**src/rtl/video_obj_ctrl.sv**
```systemverilog
//-----------------------------------------------------------------------------
// video_obj_ctrl
//
// Per-frame object-table controller for the video overlay datapath. Holds
// position and fall speed for NUM_OBJ objects and presents them to the pixel
// renderer as packed vectors. Once per frame, on the falling edge of vertical
// blank, a sequencer walks the table one object per enabled cycle and either
// commits a pending host write or advances that object's animation.
//
// Host writes land in a pending slot per object. They are only accepted while
// the sequencer is idle, so the table the renderer sees never tears mid-scan.
//
// Optional build macro:
//   VIDEO_OBJ_FREEZE_EN - adds freeze_i; while high during a scan, objects
//                         without a pending write keep their position.
//
// Ports:
//   clk_i        clock
//   rst_i        synchronous active-high reset (overrides cen_i)
//   cen_i        video clock enable; all state advances only when high
//   vh_blank_i   {Vblank, Hblank}; only Vblank is used
//   freeze_i     (VIDEO_OBJ_FREEZE_EN only) hold animation during scan
//   wr_valid_i   host write request
//   wr_ready_o   host write accepted when valid & ready & cen_i
//   wr_idx_i     object index (indices >= NUM_OBJ are accepted and dropped)
//   wr_x_i       new x (clamped to H_ACTIVE-1)
//   wr_y_i       new y (clamped to V_ACTIVE-1)
//   wr_spd_i     new fall speed in lines/frame; 0 = static
//   obj_x_o      packed x, object k at [12k+11:12k]
//   obj_y_o      packed y, object k at [11k+10:11k]
//   frame_cnt_o  frames seen (wraps)
//   busy_o       high while scanning
//   done_o       one-enabled-cycle pulse after the last object is processed
//-----------------------------------------------------------------------------
module video_obj_ctrl #(
    parameter int NUM_OBJ  = 12,
    parameter int H_ACTIVE = 1920,
    parameter int V_ACTIVE = 1080,
    parameter int X_JUMP   = 137
) (
    input  logic                  clk_i,
    input  logic                  rst_i,
    input  logic                  cen_i,
    input  logic [1:0]            vh_blank_i,
`ifdef VIDEO_OBJ_FREEZE_EN
    input  logic                  freeze_i,
`endif
    input  logic                  wr_valid_i,
    output logic                  wr_ready_o,
    input  logic [4:0]            wr_idx_i,
    input  logic [11:0]           wr_x_i,
    input  logic [10:0]           wr_y_i,
    input  logic [3:0]            wr_spd_i,
    output logic [12*NUM_OBJ-1:0] obj_x_o,
    output logic [11*NUM_OBJ-1:0] obj_y_o,
    output logic [15:0]           frame_cnt_o,
    output logic                  busy_o,
    output logic                  done_o
);

    // state   | meaning
    // --------+---------------------------------------------------------
    // ST_IDLE | waiting for end of vblank; host writes accepted
    // ST_SCAN | one object per enabled cycle; host writes stalled
    typedef enum logic {
        ST_IDLE = 1'b0,
        ST_SCAN = 1'b1
    } state_t;

    localparam logic [4:0]  LAST_IDX = 5'(NUM_OBJ - 1);
    localparam logic [11:0] X_MAX    = 12'(H_ACTIVE - 1);
    localparam logic [10:0] Y_MAX    = 11'(V_ACTIVE - 1);
    localparam logic [11:0] X_LIMIT  = 12'(H_ACTIVE);
    localparam logic [10:0] Y_LIMIT  = 11'(V_ACTIVE);
    localparam logic [12:0] H_ACT_13 = 13'(H_ACTIVE);
    localparam logic [11:0] V_ACT_12 = 12'(V_ACTIVE);
    localparam logic [12:0] X_JMP_13 = 13'(X_JUMP);

    // object table and pending write slots
    logic [11:0]        r_x        [NUM_OBJ];
    logic [10:0]        r_y        [NUM_OBJ];
    logic [3:0]         r_spd      [NUM_OBJ];
    logic [11:0]        r_pend_x   [NUM_OBJ];
    logic [10:0]        r_pend_y   [NUM_OBJ];
    logic [3:0]         r_pend_spd [NUM_OBJ];
    logic [NUM_OBJ-1:0] r_pend_valid;

    // sequencer
    state_t      r_state;
    state_t      w_state_nxt;
    logic [4:0]  r_idx;
    logic [15:0] r_frame_cnt;
    logic        r_done;
    logic        r_vd;

    logic        w_vf;
    logic        w_scan_start;
    logic        w_scan_last;
    logic        w_wr_fire;
    logic        w_freeze;
    logic        w_unused_hblank;

    // clamped host data
    logic [11:0] w_wr_x;
    logic [10:0] w_wr_y;

    // object currently addressed by the scan and its animated next value
    logic [11:0] w_cur_x;
    logic [10:0] w_cur_y;
    logic [3:0]  w_cur_spd;
    logic [11:0] w_sum_y;
    logic [12:0] w_jump_x;
    logic [11:0] w_new_x;
    logic [10:0] w_new_y;

    assign w_unused_hblank = vh_blank_i[0];

`ifdef VIDEO_OBJ_FREEZE_EN
    assign w_freeze = freeze_i;
`else
    assign w_freeze = 1'b0;
`endif

    // Vblank falling edge: registered Vblank high, live Vblank low.
    assign w_vf = r_vd & ~vh_blank_i[1];

    //-------------------------------------------------------------------------
    // FSM
    //-------------------------------------------------------------------------
    always_ff @(posedge clk_i) begin
        if (rst_i) begin
            r_state <= ST_IDLE;
        end else if (cen_i) begin
            r_state <= w_state_nxt;
        end
    end

    always_comb begin
        w_state_nxt  = r_state;
        w_scan_start = 1'b0;
        w_scan_last  = 1'b0;
        case (r_state)
            ST_IDLE: begin
                if (w_vf) begin
                    w_state_nxt  = ST_SCAN;
                    w_scan_start = 1'b1;
                end
            end
            ST_SCAN: begin
                // a VF seen here is deliberately ignored
                if (r_idx == LAST_IDX) begin
                    w_state_nxt = ST_IDLE;
                    w_scan_last = 1'b1;
                end
            end
            default: w_state_nxt = ST_IDLE;
        endcase
    end

    assign wr_ready_o = (r_state == ST_IDLE);
    assign busy_o     = (r_state == ST_SCAN);
    assign w_wr_fire  = wr_valid_i & wr_ready_o;

    //-------------------------------------------------------------------------
    // Host write clamping
    //-------------------------------------------------------------------------
    assign w_wr_x = (wr_x_i >= X_LIMIT) ? X_MAX : wr_x_i;
    assign w_wr_y = (wr_y_i >= Y_LIMIT) ? Y_MAX : wr_y_i;

    //-------------------------------------------------------------------------
    // Animation of the object under the scan pointer. A decoded select is
    // used instead of array indexing so the 5-bit pointer never addresses
    // past the table for NUM_OBJ < 32.
    //-------------------------------------------------------------------------
    always_comb begin
        w_cur_x   = '0;
        w_cur_y   = '0;
        w_cur_spd = '0;
        for (int k = 0; k < NUM_OBJ; k++) begin
            if (r_idx == 5'(k)) begin
                w_cur_x   = r_x[k];
                w_cur_y   = r_y[k];
                w_cur_spd = r_spd[k];
            end
        end
    end

    always_comb begin
        w_sum_y  = {1'b0, w_cur_y} + {8'b0, w_cur_spd};
        w_jump_x = {1'b0, w_cur_x} + X_JMP_13;
        w_new_x  = w_cur_x;
        w_new_y  = w_sum_y[10:0];
        if (w_sum_y >= V_ACT_12) begin
            // fell off the bottom: restart at the top, shifted right
            w_new_y = '0;
            if (w_jump_x >= H_ACT_13) begin
                w_jump_x = w_jump_x - H_ACT_13;
            end
            w_new_x = w_jump_x[11:0];
        end
    end

    //-------------------------------------------------------------------------
    // Datapath
    //-------------------------------------------------------------------------
    always_ff @(posedge clk_i) begin
        if (rst_i) begin
            r_vd         <= 1'b0;
            r_idx        <= '0;
            r_frame_cnt  <= '0;
            r_done       <= 1'b0;
            r_pend_valid <= '0;
            for (int k = 0; k < NUM_OBJ; k++) begin
                r_x[k]        <= 12'((k * H_ACTIVE) / NUM_OBJ);
                r_y[k]        <= '0;
                r_spd[k]      <= 4'((k % 8) + 1);
                r_pend_x[k]   <= '0;
                r_pend_y[k]   <= '0;
                r_pend_spd[k] <= '0;
            end
        end else if (cen_i) begin
            r_vd   <= vh_blank_i[1];
            r_done <= w_scan_last;

            if (w_scan_start) begin
                r_idx       <= '0;
                r_frame_cnt <= r_frame_cnt + 16'd1;
            end else if (r_state == ST_SCAN) begin
                r_idx <= r_idx + 5'd1;
            end

            for (int k = 0; k < NUM_OBJ; k++) begin
                // writes only fire in IDLE, commits only in SCAN, so the
                // two never touch the same pending slot in one cycle
                if (w_wr_fire && (wr_idx_i == 5'(k))) begin
                    r_pend_x[k]     <= w_wr_x;
                    r_pend_y[k]     <= w_wr_y;
                    r_pend_spd[k]   <= wr_spd_i;
                    r_pend_valid[k] <= 1'b1;
                end

                if ((r_state == ST_SCAN) && (r_idx == 5'(k))) begin
                    if (r_pend_valid[k]) begin
                        r_x[k]          <= r_pend_x[k];
                        r_y[k]          <= r_pend_y[k];
                        r_spd[k]        <= r_pend_spd[k];
                        r_pend_valid[k] <= 1'b0;
                    end else if (!w_freeze) begin
                        r_x[k] <= w_new_x;
                        r_y[k] <= w_new_y;
                    end
                end
            end
        end
    end

    //-------------------------------------------------------------------------
    // Outputs
    //-------------------------------------------------------------------------
    for (genvar g = 0; g < NUM_OBJ; g++) begin : g_pack
        assign obj_x_o[12*g +: 12] = r_x[g];
        assign obj_y_o[11*g +: 11] = r_y[g];
    end

    assign frame_cnt_o = r_frame_cnt;
    assign done_o      = r_done;

endmodule

```
**config.mk**
```make
export PLATFORM = sky130hd
export DESIGN_NAME = video_obj_ctrl
export DESIGN_NICKNAME = d
export VERILOG_FILES = /design/src/rtl/video_obj_ctrl.sv
export SDC_FILE = /design/constraint.sdc
export NUM_CORES = 1
export LEC_CHECK = 0
export CAP_MARGIN = 20
export CORE_MARGIN = 2
export CORE_UTILIZATION = 50
export DETAILED_ROUTE_END_ITERATION = 16
export PLACE_DENSITY = 0.72
export SLEW_MARGIN = 20
export SYNTH_ARGS = -nofsm -noshare
export SYNTH_HDL_FRONTEND = slang
export SYNTH_SLANG_ARGS = --single-unit
```
**constraint.sdc**
```tcl
create_clock -name clk_i -period 9.3 [get_ports clk_i]
set_input_delay 1.86 -clock clk_i [delete_from_list [all_inputs] [get_ports clk_i]]
set_output_delay 1.86 -clock clk_i [all_outputs]
set_load 0.01 [all_outputs]
```
# Word level (Yosys, flattened, before mapping)
# Memory sizes are Yosys's and may differ from the RTL's.
# Cells that the tools add are included.
# word_totals
n_memories,6
reg_bits,36
output_inout_bits,295
in_bits,38
wordCells,523
ramBits,648
# classes
add_sub_neg,5
eq_ne,22
reduce_logical,29
bitwise_logic,100
n_mux,351
order_cmp,4
# memory_table
memory,words,word_bits,rd,rd_ports_with_merged_regs,write_ports,line,rtl
r_pend_x,12,12,12,0,12,83,logic [11:0] r_pend_x [NUM_OBJ];
r_x,12,12,12,0,12,80,logic [11:0] r_x [NUM_OBJ];
r_pend_y,12,11,12,0,12,84,logic [10:0] r_pend_y [NUM_OBJ];
r_y,12,11,12,0,12,81,logic [10:0] r_y [NUM_OBJ];
r_pend_spd,12,4,12,0,12,85,logic [3:0] r_pend_spd [NUM_OBJ];
r_spd,12,4,12,0,12,82,logic [3:0] r_spd [NUM_OBJ];
# ops
op,count
$mux 12,51
$mux 11,50
$mux 1,211
$mux 4,36
$or 1x1->1,96
$eq 5x3->1 const B,8
$eq 5x4->1 const B,8
$ge 12x11->1 const B,2
$logic_and 1x1->1,24
$eq 5x2->1 const B,4
$add 16x1->16 const B,1
$add 12x8->13 const B,1
$ge 13x11->1 const B,1
$add 11x4->12,1
$sub 12x11->12 const B,1
$ge 11x11->1 const B,1
$eq 5x1->1 const B,2
$logic_not 5->1,2
$mux 5,2
$add 5x1->5 const B,1
$reduce_and 2->1,2
$and 1x1->1,2
$not 1->1,2
$pmux 1 s2,1
$reduce_bool 2->1,1

# Longest topological paths before layout
# Gate-level depths: netlist of run 1.
# logic_depth
depth_word,18
mapped_depth,31
mapped_depth_nobuf,27

# Worst setup path after synthesis of run 1
# Ideal clock, no wire load.
# synth_path
path_kind,register -> register
from,reg r_idx[0]
to,"mem r_x[1][5], in the netlist r_x[0][17] (data pin)"
stages_incl_launch_ff,29
path_buffers,4
setup_ps,282
required_ps,9018
period_less_slack_ps,5590
t_arrival_ps,5308
slack_ps,3710
cell_sequence,dfxtp_1 -> ha_1 -> buf_2 -> buf_2 -> nor4b_1 -> clkbuf_1 -> a22oi_1 -> a211oi_1 -> a221oi_1 -> a211oi_1 -> a21oi_1 -> a21oi_1 -> a211oi_1 -> nor3_1 -> a21oi_1 -> a21oi_1 -> fa_1 -> a21o_1 -> a21oi_1 -> nor4_2 -> nand4_1 -> or3b_1 -> o211ai_2 -> inv_2 -> or3_1 -> xor2_1 -> buf_2 -> mux2i_1 -> nand2_1
# synth_rtl
element,line,rtl
start: declaration,91,logic [4:0] r_idx;
start signal: assignment,229,r_idx <= r_idx + 5'd1;
end: declaration,80,

==> flow_summary.toml, run 1 <==
[run_status]
status = "finished, final reports clean"

[global_route]
grt_max_degree = 62
grtUsageTotal_pct = 39.7
grt_overflow_total = 0
grt_pass1_vias = 23935
antenna_found_initial = 3
grt_pass1_wl_mm = 177

[worst_setup_path]
required_ns = 9.65
crit_path_top_delay_cell = "xor2_1"
max_stage_delay_ns = 0.76
path_class = "register to register"
crit_family = "compound AO/OA/AOI/OAI gates"
end_kind = "register"
cp.arrival_ns = 8.73
start_kind = "register"
worstPathMaxFanout = 23
crit_buf_inv = 3

[synthesis]
synth_top_area_share_pct = 61.7
ys_async_sr_fraction_pct = 0
synth-seq-cells = 684
ys.warnings.count = 0
syn_area_mm2 = 0.0315
synthCells = 2843
synth_seq_area_share_pct = 64.0
synth_top_cells_by_area = "edfxtp_1 62%, nor2_1 7.8%, a21oi_1 4.0%"
synth_edf_count = 648
yosys.area.top_type = "edfxtp_1"
ys_types = 93
synthFlopType = "edfxtp_1"
syn_avg_cell_area_um2 = 11.1

[sta]
timing.final.crit_share_pct = 90.2
tns_ns = 0
fin_hold_ws_ns = 0.484
setup_viol = 0
drv_slew = 0
fmax_mhz = 119
finClkSkew_ns = 0.0324
period_minus_slack_ns = 8.39
hold_violations = 0
rsz0062_at_grt = "false"
slew_headroom_pct = 15.9
worstMarginPinSlew_ns = 1.26

[pwr]
p_leak_nw = 13.9
total_power_mw = 7.08
ir_drop_uv = 164
powerDensity_mw_per_mm2 = 185

[clock_tree]
cts_buffers = 72
root_buffer = "clkbuf_16"
path_clk_slew_ns = 0.07
h-tree-depth = 3
clockBufferDepth = 3
cts_setup_buffers = 0
cts_tree = "built"
cts_resized = 0
clk_latency_ns = 0.64
clock-sinks = 684
cts_hold_buffers = 0

[floorplan]
rows = 92
ios = 333
start_util_pct = 50.2
die_x_um = 255
core_area_mm2 = 0.0627
fp.dieH_um = 255
die_area_mm2 = 0.0651

[route]
drt_iter0_drc = 4549
routed-via-count = 26253
totalWireLength_mm = 131
drc = 0
routedWlPerCell_um = 32.4
via_per_inst = 6.52
drtPass1Iterations = 7
detail-route-antenna-nets = 0

[layout]
nets = 3171
drive_above_1_share_pct = 9.50
final_util_pct = 60.9
final_cells = 4027
fillers = 4953
area_growth_pct = 21.2

[flow_run]
maxCapViolCount = 0

[placed_design]
placed_cells = 3892
io_buffers = 331
dp_hpwl_mm = 90.7
place.gp.congestion = 1.03

[min_path]
hold_class = "register to register"
routing by layer:
layer | vias to the layer above | GRT usage [%] | share of wire, %
li1 | 10865 | - | -
met1 | 12705 | 51.7 | 35
met2 | 2264 | 58.3 | 43
met3 | 415 | 13.2 | 15
met4 | 4 | 22.8 | 6.4
met5 | - | 0 | 0.018
state kept, by name (all words and copies together), names as in the netlist:
signal	cells
r_idx	5
busy_o	1
r_x	144
done_o	1
r_spd	48
r_pend_valid	12
r_vd	1
r_pend_x	144
r_pend_spd	48
r_y	132
r_pend_y	132
frame_cnt_o	16
metrics by stage:
stage / setup WS, ns / instance area [um2]
floorplan: 3.71 / 31600
global placement: 1.28 / 35800
detailed placement: 1.30 / 35900
CTS: 1.22 / 38200
global route: 0.659 / 38200
finish: 0.914 / 38200
cells by family (layout without fill, tap and decap cells):
kind of cell / count (synthesis) / in the layout / synth area share [%]
fa+ha+maj: 13 / 13 / 0.532
other cells: 1 / 15 / 0.0119
mux: 50 / 50 / 1.59
compound gates: 664 / 664 / 13.5
xor+xnor: 32 / 32 / 0.961
buf+inv: 302 / 626 / 3.95
flops: 684 / 684 / 64.0
simple gates: 1097 / 1097 / 15.4
worst register-to-register path, cell delays in order (launching register included):
cell	delay, ns
dfxtp_1	0.47
ha_2	0.22
buf_4	0.27
nor4b_2	0.65
buf_4	0.26
a22oi_1	0.06
a211oi_1	0.69
a221oi_1	0.20
a211oi_1	0.42
a21oi_1	0.22
o211ai_1	0.38
o211ai_1	0.24
a31oi_1	0.35
ha_1	0.27
a21o_1	0.12
a21oi_1	0.16
nor4_2	0.53
nand4_1	0.27
or3b_1	0.42
o211ai_2	0.20
nor2b_1	0.27
xor2_1	0.76
buf_4	0.38
nor2_1	0.07
a21oi_1	0.14
nor2_1	0.06
worst paths after layout:
| kind | cells after the start | startpoint | slack (ns) | endpoint |
|---|---|---|---|---|
| max | 25 | r_idx[0]$_SDFFE_PP0P_ | 0.91 | r_x[1][40]$_SDFFCE_PN0P_ |
| min | 2 | r_vd$_SDFFE_PP0P_ | 0.48 | r_vd$_SDFFE_PP0P_ |
| max reg2reg | 25 | r_idx[0]$_SDFFE_PP0P_ | 0.91 | r_x[1][40]$_SDFFCE_PN0P_ |
| min reg2reg | 2 | r_vd$_SDFFE_PP0P_ | 0.48 | r_vd$_SDFFE_PP0P_ |
cells in the final DEF (no fill, tap or decap), drive strengths merged, types with 12 or more instances in the layout:
master / n
a211oi: 37
a21o: 15
a21oi: 250
a221oi: 25
a22o: 16
a22oi: 29
a31oi: 16
and3: 28
buf: 109
clkbuf: 92
clkdlybuf4s50: 330
clkinv: 25
conb: 12
dfxtp: 36
edfxtp: 648
inv: 62
mux2i: 50
nand2: 188
nand2b: 32
nand3: 39
nor2: 656
nor3: 24
o211ai: 23
o21a: 15
o21ai: 116
o21bai: 19
o22ai: 15
or2: 13
or3: 24
xnor2: 16
xor2: 16
area by class of cell:
cell class	count	area, um2	area share [%]
multi-input cells	1868	10300	27.0
repair buffers	439	4130	10.8
clock buffers	92	1930	5.04
well taps	846	1060	2.77
inverters	56	210	0.550
diodes	3	7.51	0.0197
clock inverters	39	367	0.960
flip-flops and latches	684	20200	52.8
power breakdown:
| part | internal [mW] | total, mW | leakage, nW | switching [mW] |
|---|---|---|---|---|
| Combinational | 0.210 | 0.682 | 5.85 | 0.472 |
| Sequential | 3.47 | 3.55 | 6.91 | 0.0804 |
| Clock | 1.62 | 2.85 | 1.13 | 1.24 |
cell usage after synthesis (19+ instances only):
cell type and count:
nand2_1 188, dfxtp_1 36, o21bai_1 19, or3_1 24, edfxtp_1 648, nor2_1 656, buf_1 21, mux2i_1 50
nand2b_1 32, o211ai_1 21, a221oi_1 24, and3_1 28, buf_2 53, clkbuf_1 162, nand3_1 39, nor3_1 23
a21oi_1 249, o21ai_0 107, a211oi_1 37, inv_1 54, a22oi_1 29
(Power assumes the default switching activity.)
==> inputs of run 2 (changes only) <==
- CELL_PAD_IN_SITES_DETAIL_PLACEMENT: not set -> 0
- CELL_PAD_IN_SITES_GLOBAL_PLACEMENT: not set -> 1
- CORE_UTILIZATION: 50 -> 49
- PLACE_DENSITY: 0.72 -> not set
- PLACE_DENSITY_LB_ADDON: not set -> 0.1
==> run 2 against run 1 <==
  * Clock power down 5%
  * Non-clock buffer count decreased by 23
  * Clock skew decreased by 0.0028 ns
  * Highest routed layer unchanged
  * Critical path type unchanged
==> flow_summary.toml, run 2 (same netlist as run 1, synthesis figures left out) <==
[floorplan]
fp.dieH_um = 258
die_area_mm2 = 0.0664
core_area_mm2 = 0.0633
die_x_um = 258
rows = 92
start_util_pct = 49.8
ios = 333

[sta]
fin_hold_ws_ns = 0.479
tns_ns = 0
setup_viol = 0
period_minus_slack_ns = 7.76
worstMarginPinSlew_ns = 1.19
finalWorstSetupSlack_ns = 1.54
hold_violations = 0
finClkSkew_ns = 0.0296
timing.final.crit_share_pct = 83.5
fmax_mhz = 129
slew_headroom_pct = 20.5
drv_slew = 0
rsz0062_at_grt = "false"

[worst_setup_path]
crit_path_frequent_cell = "a21oi_1"
max_stage_delay_ns = 0.87
path_class = "register to register"
required_ns = 9.75
crit_path_top_delay_cell = "or4b_2"
reg2reg_depth = 28
start_kind = "register"
worstPathMaxFanout = 13
cp.arrival_ns = 8.21
end_kind = "register"
reg2reg_from = "r_idx[0]$_SDFFE_PP0P_"
rrSetupSlack_ns = 1.54
r2r-end = "r_x[1][29]$_SDFFCE_PN0P_"

[layout]
final_cells = 4002
drive_above_1_share_pct = 8.24
area_growth_pct = 20.3
final_common_cell = "nor2_1"
most-common-layout-cells = "654 x nor2_1, 648 x edfxtp_1, 330 x clkdlybuf4s50_1"
final_util_pct = 59.9
nets = 3148
top_regs = "r_pend_x (144), r_x (144)"

[global_route]
grt_pass1_vias = 23727
antenna_found_initial = 3
grt_max_degree = 53
grtUsageTotal_pct = 36.5
grt_pass1_wl_mm = 173
grt_overflow_total = 0

[route]
drt_iter0_drc = 4050
top_layer_used = "met5"
wl_met2_mm = 55.1
via_per_inst = 6.35
routedWlPerCell_um = 30.8
detail-route-antenna-nets = 0
totalWireLength_mm = 123
met1Wirelength_mm = 46.0
drc = 0
drtPass1Iterations = 6
wl_met3_mm = 15.9
routed-via-count = 25405

[clock_tree]
cts_hold_buffers = 0
cts_buffers = 72
cts_resized = 0
clk_latency_ns = 0.63
path_clk_slew_ns = 0.06
h-tree-depth = 3
cts_tree = "built"
root_buffer = "clkbuf_16"
clock-sinks = 684
clockBufferDepth = 3
cts_setup_buffers = 0

[flow_run]
maxCapViolCount = 0

[pwr]
ir_drop_uv = 131
comb_power_share_pct = 8.7
powerDensity_mw_per_mm2 = 181
p_sw_share_pct = 24.6
p_clk_share_pct = 39.7
p_leak_nw = 13.7
internal-power_mw = 5.17
switchingPower_mw = 1.68
p_seq_share_pct = 51.6

[min_path]
hold_class = "register to register"
min_to = "done_o$_SDFFE_PP0P_"
hold_depth = 2
hold_start = "done_o$_SDFFE_PP0P_"

[placed_design]
placed_cells = 3868
dp_hpwl_mm = 87.2
dp_slack_ns = 1.84
io_buffers = 331
place.gp.congestion = 0.982

[run_status]
status = "finished, final reports clean"
[run 2: critical path, delay by kind of cell, from the launching register on]
| kind | cells | cell delay [ns] |
|---|---|---|
| DFF | 1 | 0.37 |
| xor gates and xnor gates | 1 | 0.72 |
| muxes | 1 | 0.11 |
| buffers and inverters | 6 | 1.33 |
| AOI/OAI and AO/OA | 11 | 1.84 |
| and+or+nand+nor | 7 | 2.73 |
| adders and majority gates | 2 | 0.48 |
[run 2: stage by stage]
stage / total power, mW / cell area, um2
2_1_floorplan: 3.86 / 31600
3_3_place_gp: 4.17 / 35700
3_5_place_dp: 4.19 / 35700
4_1_cts: 6.84 / 37800
5_1_grt: 7.00 / 37900
6_report: 6.86 / 37900
[run 2: metal layers]
metal / global-route usage, % / vias up
met3: 9.71 / 335
met5: 0 / -
met4: 16.1 / 6
met1: 49.4 / 12409
met2: 55.6 / 1837
li1: - / 10818
[run 2: cell type report]
class | count | area [um2]
fillers | 5217 | 25400
flip-flops and latches | 684 | 20200
multi-input cells | 1868 | 10300
repair buffers | 416 | 3960
clock buffers | 100 | 1970
well taps | 846 | 1060
inverters | 56 | 210
clock inverters | 31 | 183
diodes | 1 | 2.50
[run 2: power groups by stage]
stage	registers (mW)	logic, mW	clock network (mW)
2_1_floorplan	3.59	0.274	0
3_3_place_gp	3.60	0.572	0
3_5_place_dp	3.60	0.582	0
4_1_cts	3.54	0.585	2.72
5_1_grt	3.55	0.625	2.83
6_report	3.54	0.596	2.72
[run 2: how the worst max path moves through the flow]
stage                                     to  slack (ns)                   from  depth (start not counted)
floorplan           r_x[0][17]$_SDFFCE_PN1P_        3.71  r_idx[0]$_SDFFE_PP0P_                         28
global route         r_x[2][5]$_SDFFCE_PN0P_        1.29  r_idx[0]$_SDFFE_PP0P_                         26
finish              r_x[1][29]$_SDFFCE_PN0P_        1.54  r_idx[0]$_SDFFE_PP0P_                         28
CTS                  r_x[2][5]$_SDFFCE_PN0P_        1.77  r_idx[0]$_SDFFE_PP0P_                         28
detailed placement   r_x[1][5]$_SDFFCE_PN0P_        1.84  r_idx[0]$_SDFFE_PP0P_                         28
global placement     r_x[1][5]$_SDFFCE_PN0P_        1.95  r_idx[0]$_SDFFE_PP0P_                         28
